==> src/rtl/vga_scan_ctrl.sv <==
// vga_scan_ctrl: VGA raw scan counters, sync/blank decode through a
// PIPE_LAT-deep pipeline, colour gating, frame pulse and frame-stable scroll.
module vga_scan_ctrl #(
   parameter int H_ACTIVE = 640,
   parameter int H_FP     = 16,
   parameter int H_SYNC   = 96,
   parameter int H_BP     = 48,
   parameter int V_ACTIVE = 480,
   parameter int V_FP     = 10,
   parameter int V_SYNC   = 2,
   parameter int V_BP     = 33,
   parameter int PIPE_LAT = 1
) (
   input  logic       clk,
   input  logic       rst_n,
   input  logic       pix_en,
   input  logic [7:0] r_in,
   input  logic [7:0] g_in,
   input  logic [7:0] b_in,
   input  logic [9:0] scroll_in,
   input  logic       scroll_wr,
   output logic [9:0] x,
   output logic [9:0] y,
   output logic [9:0] scroll_x,
   output logic       hsync,
   output logic       vsync,
   output logic       blank_n,
   output logic [7:0] vga_r,
   output logic [7:0] vga_g,
   output logic [7:0] vga_b,
   output logic       frame_start
);
   localparam int H_TOTAL = H_ACTIVE + H_FP + H_SYNC + H_BP;
   localparam int V_TOTAL = V_ACTIVE + V_FP + V_SYNC + V_BP;
   localparam logic [9:0] H_LAST = 10'(H_TOTAL - 1);
   localparam logic [9:0] V_LAST = 10'(V_TOTAL - 1);
   localparam logic [9:0] H_ACT  = 10'(H_ACTIVE);
   localparam logic [9:0] V_ACT  = 10'(V_ACTIVE);
   localparam logic [9:0] HS_ON  = 10'(H_ACTIVE + H_FP);
   localparam logic [9:0] HS_OFF = 10'(H_ACTIVE + H_FP + H_SYNC);
   localparam logic [9:0] VS_ON  = 10'(V_ACTIVE + V_FP);
   localparam logic [9:0] VS_OFF = 10'(V_ACTIVE + V_FP + V_SYNC);

   logic [9:0]          r_hc, r_vc, r_pend, r_scroll;
   logic                r_pend_v, r_fs;
   logic [PIPE_LAT-1:0] r_act, r_hs, r_vs;
   logic [7:0]          r_r, r_g, r_b;
   logic                w_h_end, w_v_end, w_wrap, w_active, w_hs, w_vs, w_gate;

   always_comb begin
      w_h_end  = r_hc == H_LAST;
      w_v_end  = r_vc == V_LAST;
      w_wrap   = pix_en && w_h_end && w_v_end;
      w_active = (r_hc < H_ACT) && (r_vc < V_ACT);
      w_hs     = !((r_hc >= HS_ON) && (r_hc < HS_OFF));
      w_vs     = !((r_vc >= VS_ON) && (r_vc < VS_OFF));
      // active value about to enter the last stage, so colour lines up with blank_n
      w_gate   = w_active;
      for (int i = 0; i < PIPE_LAT - 1; i++) w_gate = r_act[i];
   end

   always_ff @(posedge clk or negedge rst_n) begin
      if (!rst_n) begin
         r_hc     <= '0;
         r_vc     <= '0;
         r_pend   <= '0;
         r_pend_v <= 1'b0;
         r_scroll <= '0;
         r_fs     <= 1'b0;
         r_act    <= '0;
         r_hs     <= '1;
         r_vs     <= '1;
         r_r      <= '0;
         r_g      <= '0;
         r_b      <= '0;
      end else begin
         r_fs <= w_wrap;
         if (pix_en) begin
            r_hc <= w_h_end ? '0 : r_hc + 10'd1;
            if (w_h_end) r_vc <= w_v_end ? '0 : r_vc + 10'd1;
            for (int i = PIPE_LAT - 1; i > 0; i--) begin
               r_act[i] <= r_act[i-1];
               r_hs[i]  <= r_hs[i-1];
               r_vs[i]  <= r_vs[i-1];
            end
            r_act[0] <= w_active;
            r_hs[0]  <= w_hs;
            r_vs[0]  <= w_vs;
            r_r      <= w_gate ? r_in : '0;
            r_g      <= w_gate ? g_in : '0;
            r_b      <= w_gate ? b_in : '0;
         end
         // a write landing on the wrap strobe bypasses the pending register
         if (w_wrap && scroll_wr) begin
            r_scroll <= scroll_in;
            r_pend_v <= 1'b0;
         end else begin
            if (w_wrap && r_pend_v) begin
               r_scroll <= r_pend;
               r_pend_v <= 1'b0;
            end
            if (scroll_wr) begin
               r_pend   <= scroll_in;
               r_pend_v <= 1'b1;
            end
         end
      end
   end

   assign x           = r_hc;
   assign y           = r_vc;
   assign scroll_x    = r_scroll;
   assign hsync       = r_hs[PIPE_LAT-1];
   assign vsync       = r_vs[PIPE_LAT-1];
   assign blank_n     = r_act[PIPE_LAT-1];
   assign vga_r       = r_r;
   assign vga_g       = r_g;
   assign vga_b       = r_b;
   assign frame_start = r_fs;
endmodule

==> config.mk <==
export PLATFORM = sky130hd
export DESIGN_NAME = vga_scan_ctrl
export DESIGN_NICKNAME = d
export VERILOG_FILES = /design/src/rtl/vga_scan_ctrl.sv
export SDC_FILE = /design/constraint.sdc
export NUM_CORES = 1
export LEC_CHECK = 0
export ABC_AREA = 1
export CAP_MARGIN = 5
export CELL_PAD_IN_SITES_DETAIL_PLACEMENT = 0
export CELL_PAD_IN_SITES_GLOBAL_PLACEMENT = 1
export CORE_UTILIZATION = 23
export DETAILED_ROUTE_END_ITERATION = 12
export MAX_ROUTING_LAYER = met4
export PLACE_DENSITY = 0.67
export SYNTH_ARGS = -nofsm -noshare
export SYNTH_HDL_FRONTEND = slang
export SYNTH_SLANG_ARGS = --single-unit
==> constraint.sdc <==
create_clock -name clk -period 2.2 [get_ports clk]
set_input_delay 0.33 -clock clk [delete_from_list [all_inputs] [get_ports clk]]
set_output_delay 0.33 -clock clk [all_outputs]
set_load 0.05 [all_outputs]
==> results of run 1 <==
==> metrics by stage <==
step / cells / setup WS [ns]
2_1_floorplan: 400 / 0.298
6_report: 687 / 0.170
5_1_grt: 687 / 0.0575
4_1_cts: 687 / 0.139
3_5_place_dp: 670 / 0.179
3_3_place_gp: 670 / 0.206
==> synthesized netlist by cell type, drive strengths merged <==
cell / n / share of area, %
buf: 8 / 1.6
nand3: 27 / 4.8
dfrtp: 67 / 51
inv: 40 / 4.6
ha: 4 / 1.5
xor2: 8 / 2.1
clkbuf: 5 / 0.57
nor3: 12 / 1.8
nand4: 10 / 2.4
nand2: 158 / 18
dfstp: 2 / 1.6
nor2: 41 / 6.8
o21ai: 11 / 1.7
nor4: 1 / 0.19
a21oi: 6 / 0.92
==> routing by layer <==
metal | vias up | routed length (microns)
li1 | 1446 | -
met1 | 1368 | 3870
met2 | 97 | 3970
met3 | 18 | 625
met4 | 0 | 183
met5 | - | 0
==> state kept, by name, indices dropped and copies added, names as in the netlist <==
| name | cells |
|---|---|
| y | 10 |
| scroll_x | 10 |
| frame_start | 1 |
| hsync | 1 |
| x | 10 |
| r_pend_v | 1 |
| vsync | 1 |
| vga_r | 8 |
| r_pend | 10 |
| vga_b | 8 |
| blank_n | 1 |
| vga_g | 8 |
==> cells by family (layout without fill, tap and decap cells) <==
logic type,after synthesis,in the layout,share of synthesized area (%)
compound gates,17,17,2.59
buf+inv,53,160,6.79
flops,69,69,52.7
fa+ha+maj,4,4,1.53
simple gates,249,249,34.2
xor+xnor,8,8,2.14
==> worst paths after layout <==
| kind | end | slack (ns) | cells after the start |
|---|---|---|---|
| setup / recovery | vsync | 0.17 | 1 |
| hold / removal | r_pend[2] | 0.47 | 2 |
| setup reg to reg | r_pend[6] | 0.26 | 12 |
| hold reg to reg | r_pend[2] | 0.47 | 2 |
| max in group asynchronous | hsync | 1.10 | 3 |
| min in group asynchronous | scroll_x[4] | 0.48 | 2 |
==> final cells by class <==
cell class                 instances  area [sq um]  share of cell area, %
clock buffer                      15           268                   5.62
clock inverter                     1          30.0                  0.630
inverter                          40           150                   3.15
multi-input combinational        278          1330                   28.0
sequential                        69          1730                   36.3
tap                              180           225                   4.73
timing repair buffer             104          1030                   21.6
==> worst register-to-register path: stages (launching register included) <==
cell                      delay (ns)
sky130_fd_sc_hd__dfrtp_1        0.47
sky130_fd_sc_hd__inv_1          0.13
sky130_fd_sc_hd__ha_1           0.15
sky130_fd_sc_hd__inv_1          0.05
sky130_fd_sc_hd__nor2_1         0.08
sky130_fd_sc_hd__nand3_1        0.08
sky130_fd_sc_hd__nor2_2         0.23
sky130_fd_sc_hd__inv_2          0.13
sky130_fd_sc_hd__nor2_8         0.15
sky130_fd_sc_hd__inv_2          0.13
sky130_fd_sc_hd__nand2_4        0.14
sky130_fd_sc_hd__nand2_1        0.07
sky130_fd_sc_hd__nand2_1        0.06
==> power breakdown <==
| group | switching, uW | total [uW] | internal, uW |
|---|---|---|---|
| logic | 961 | 1430 | 469 |
| clock network | 525 | 1470 | 941 |
| registers | 188 | 1640 | 1450 |
| total | 1670 | 4530 | 2860 |
==> timing repair <==
| action | 4_1_cts | 5_1_grt |
|---|---|---|
| setup endpoints to repair | 0 | 5 |
| hold buffers | 1 | 0 |
| endpoints found under the hold margin | 30 | 0 |
| resized for setup | 0 | 1 |
==> results.yml, run 1 <==
outcome:
  status: "complete, no violations"
yosys:
  yosysUniqueCellTypes: 26
  syn-instance-count: 400
  synth-seq-cells: 69
  synth_seq_area_share_pct: 52.7
  synth.yosys.warnings: 0
  synthesis.area_per_instance_sq_um: 8.20
  synth.net_count: 442
  mappedNetlistArea_sq_um: 3280
layout:
  area_growth_pct: 45.3
  most_common_cell_after_layout_fill_and_taps_aside: "sky130_fd_sc_hd__nand2_1"
  num-fill-cells: 1476
  final_net_count: 544
  fraction_of_final_layout_cells_with_drive_strength_greater_than_1_pct: 9.66
  n_antenna_cell: 0
  final_cell_mix: "156 x sky130_fd_sc_hd__nand2_1, 94 x sky130_fd_sc_hd__clkdlybuf4s50_1, 67 x sky130_fd_sc_hd__dfrtp_1, 36 x sky130_fd_sc_hd__inv_1, 25 x sky130_fd_sc_hd__nor2_1"
  finalInstanceArea_sq_um: 4770
  fin_util_pct: 34.3
worst_setup_path:
  critical-path-max-stage-delay_ns: 0.83
  cp_cell_sequence: "clkdlybuf4s50_1"
  critPathLaunchType: "register"
  worst_r2r_startpoint: "y[0]"
  worst_ep_required_time_ns: 1.87
  total_buffers_and_inverters_traversed_by_the_critical_path: 1
  arrival_time_of_the_worst_setup_path_ns: 1.70
  worstSetupEndpointType: "primary output"
  path_max_fanout: 2
  critical_path.top_delay_family: "buffers and inverters"
  critical_path_launch_point: "vsync"
  timing.setup.critical_path_class: "reg -> out"
  crit_slowest_cell: "sky130_fd_sc_hd__clkdlybuf4s50_1"
grt:
  grt_start_max_net_pins: 40
  grt_pass1_vias: 2925
  globalRoute.busiestLayer: "met2"
  globalRouteTotalUtil_pct: 13.3
  grt_first_pass_wirelength_microns: 14400
  use_met3_pct: 5.26
  groute.layer.met2.usage_pct: 20.3
  globalRouteMet1Util_pct: 15.6
  antenna_found_initial: 0
  globalRouteOverflowTotal: 0
pwr:
  total_leakage_power_uw: 0.00231
  design_power_total_uw: 4530
  power_per_cell_area_nw_per_um2: 951
  vdd_ir_drop_max_v: 0.000763
placement:
  routabilityCongestion: 0.806
  dpl.hpwl_microns: 6050
  placed_cell_area_sq_um: 4450
  portBuffers: 95
clock_tree:
  cts_tree: "built"
  post_cts.repair.setup_buffers: 0
  clockBufferDepth: 2
  numClockSinks: 69
  clk-insertion-delay-late_ns: 0.34
  cts.clk_slew.worst_paths_ns: 0.06
  cts_buffers: 9
  clockRootBuffer: "sky130_fd_sc_hd__clkbuf_16"
  htreeDepth: 3
floorplan:
  dieArea_sq_um: 14700
  die_h_microns: 121
  placement_rows: 43
  core_area_sq_um: 13900
  boundaryPins: 96
  starting_utilization_of_the_core_area_pct: 23.6
  die_w_microns: 121
route:
  drc_errors: 0
  via_count: 2929
  detail-route-antenna-nets: 0
  totalWireLength_microns: 8650
  drt-pass1-iter-count: 4
  routedWlPerCell_microns: 12.6
  drt-initial-drc-count: 106
  drt-vias-per-instance: 4.26
sta:
  skew_ns: 0.00942
  setup_viol: 0
  timing.fmax_ghz: 0.493
  rsz0062_at_grt: "no"
  totalNegativeSetupSlack_ns: 0
  worst_hold_slack_ns: 0.474
  tightestPinTransition_ns: 0.549
  finalCritPeriodShare_pct: 92.3
  layout_min_cycle_time_ns: 2.03
  max_transition_margin_pct: 63.3
  final_hold_violation_count: 0
  timing_max_transition_violations_final: 0
min_path:
  min-delay-path-class: "reg -> reg"
  hp-start: "r_pend[2]"
job:
  max_cap_viol_count: 0
Note: power is estimated with default switching activity, not from simulation.
==> inputs of run 2 (changes only) <==
--- a/config.mk
+++ b/config.mk
@@ -13,6 +13,8 @@
 export DETAILED_ROUTE_END_ITERATION = 12
 export MAX_ROUTING_LAYER = met4
 export PLACE_DENSITY = 0.67
+export REMOVE_ABC_BUFFERS = 1
+export SKIP_CTS_REPAIR_TIMING = 1
 export SYNTH_ARGS = -nofsm -noshare
 export SYNTH_HDL_FRONTEND = slang
 export SYNTH_SLANG_ARGS = --single-unit
==> results.yml, run 2 (same netlist as run 1, synthesis figures left out) <==
outcome:
  status: "complete, no violations"
pwr:
  sequentialPowerShare_pct: 37.7
  total_leakage_power_uw: 0.00231
  power.share.clock_pct: 29.6
  int_pwr_uw: 2690
  design_power_total_uw: 4330
  p_sw_share_pct: 38.0
  vdd_ir_drop_max_v: 0.000592
  combinationalPowerShare_pct: 32.6
  power_per_cell_area_nw_per_um2: 915
  switching_power_uw: 1650
sta:
  skew_ns: 0.00551
  tightestPinTransition_ns: 0.535
  timing_max_transition_violations_final: 0
  setup_viol: 0
  finalCritPeriodShare_pct: 90.4
  layout_min_cycle_time_ns: 1.99
  max_transition_margin_pct: 64.2
  totalNegativeSetupSlack_ns: 0
  worst_hold_slack_ns: 0.408
  timing.fmax_ghz: 0.503
  rsz0062_at_grt: "no"
  final_hold_violation_count: 0
route:
  via_count: 2877
  routedWlPerCell_microns: 12.3
  drt-initial-drc-count: 121
  drt-vias-per-instance: 4.19
  drc_errors: 0
  drt-pass1-iter-count: 4
  detail-route-antenna-nets: 0
  totalWireLength_microns: 8410
layout:
  area_growth_pct: 44.4
  n_antenna_cell: 0
  finalInstanceArea_sq_um: 4730
  fraction_of_final_layout_cells_with_drive_strength_greater_than_1_pct: 10.3
  num-fill-cells: 1480
  final_cell_mix: "156 x sky130_fd_sc_hd__nand2_1, 94 x sky130_fd_sc_hd__clkdlybuf4s50_1, 67 x sky130_fd_sc_hd__dfrtp_1, 36 x sky130_fd_sc_hd__inv_1, 25 x sky130_fd_sc_hd__nor2_1"
  most_common_cell_after_layout_fill_and_taps_aside: "sky130_fd_sc_hd__nand2_1"
  final_net_count: 546
grt:
  grt_pass1_vias: 2861
  grt_first_pass_wirelength_microns: 14100
  antenna_found_initial: 0
  grt_start_max_net_pins: 32
  globalRouteOverflowTotal: 0
  globalRouteTotalUtil_pct: 12.8
worst_setup_path:
  cp_cell_sequence: "clkdlybuf4s50_1"
  worstSetupEndpointType: "primary output"
  arrival_time_of_the_worst_setup_path_ns: 1.66
  worst_ep_required_time_ns: 1.87
  critical_path.top_delay_family: "buffers and inverters"
  total_buffers_and_inverters_traversed_by_the_critical_path: 1
  path_max_fanout: 2
  critPathLaunchType: "register"
  timing.setup.critical_path_class: "reg -> out"
  critical-path-max-stage-delay_ns: 0.80
  crit_slowest_cell: "sky130_fd_sc_hd__clkdlybuf4s50_1"
floorplan:
  core_area_sq_um: 13900
  boundaryPins: 96
  placement_rows: 43
  dieArea_sq_um: 14700
  starting_utilization_of_the_core_area_pct: 23.6
  die_w_microns: 121
  die_h_microns: 121
job:
  max_cap_viol_count: 0
placement:
  placed_cell_area_sq_um: 4470
  portBuffers: 95
  routabilityCongestion: 0.784
  dpl.hpwl_microns: 6060
clock_tree:
  numClockSinks: 69
  cts_tree: "built"
  clockBufferDepth: 2
  htreeDepth: 3
  clockRootBuffer: "sky130_fd_sc_hd__clkbuf_16"
  cts.clk_slew.worst_paths_ns: 0.05
  cts_buffers: 9
  clk-insertion-delay-late_ns: 0.33
min_path:
  min-delay-path-class: "in -> async"
[run 2: cell count changes in the layout (fill, tap and decap cells not counted), sizes merged]
cell	delta
clkbuf	-5
clkinv	+3
buf	+2
bufinv	-1
[run 2: through the flow]
stage	cells	setup slack, ns	utilization (%)
finish	686	0.212	34.1
global route	686	0.0622	34.1
CTS	685	0.181	34.0
detailed placement	672	0.182	32.2
global placement	672	0.214	32.2
floorplan	387	0.00699	-
[run 2: power groups by stage]
stage                     sequential, uW  combinational, uW  clock [uW]
after floorplan                     2180                337           0
after global placement              1650               1420           0
after detailed placement            1650               1430           0
after CTS                           1640               1430        1330
after global routing                1670               1510        1400
final                               1640               1410        1280
[run 2: metal layers]
metal / part of all wire (%) / vias up / GRT usage (%)
met5: 0 / - / -
met4: 1.1 / 0 / 4.32
met1: 48 / 1343 / 16.8
met2: 45 / 76 / 18.1
li1: - / 1448 / -
met3: 6.1 / 10 / 4.46
[run 2: layout make-up]
type	count	area [sq um]	area share (%)
clock buffers	10	239	5.05
clock inverters	3	15.0	0.317
inverters	40	150	3.17
multi-input cells	278	1330	28.1
flip-flops and latches	69	1730	36.5
well taps	180	225	4.76
repair buffers	106	1040	22.0
[run 2: final timing paths]
kind	from	to	slack [ns]	depth (start not counted)
setup / recovery	vsync	vsync	0.21	1
hold / removal	rst_n	vga_g[7]	0.41	2
setup reg to reg	y[0]	r_pend[4]	0.31	12
hold reg to reg	r_pend[2]	r_pend[2]	0.47	2
max in group asynchronous	rst_n	hsync	1.07	3
min in group clk	r_pend[2]	r_pend[2]	0.47	2
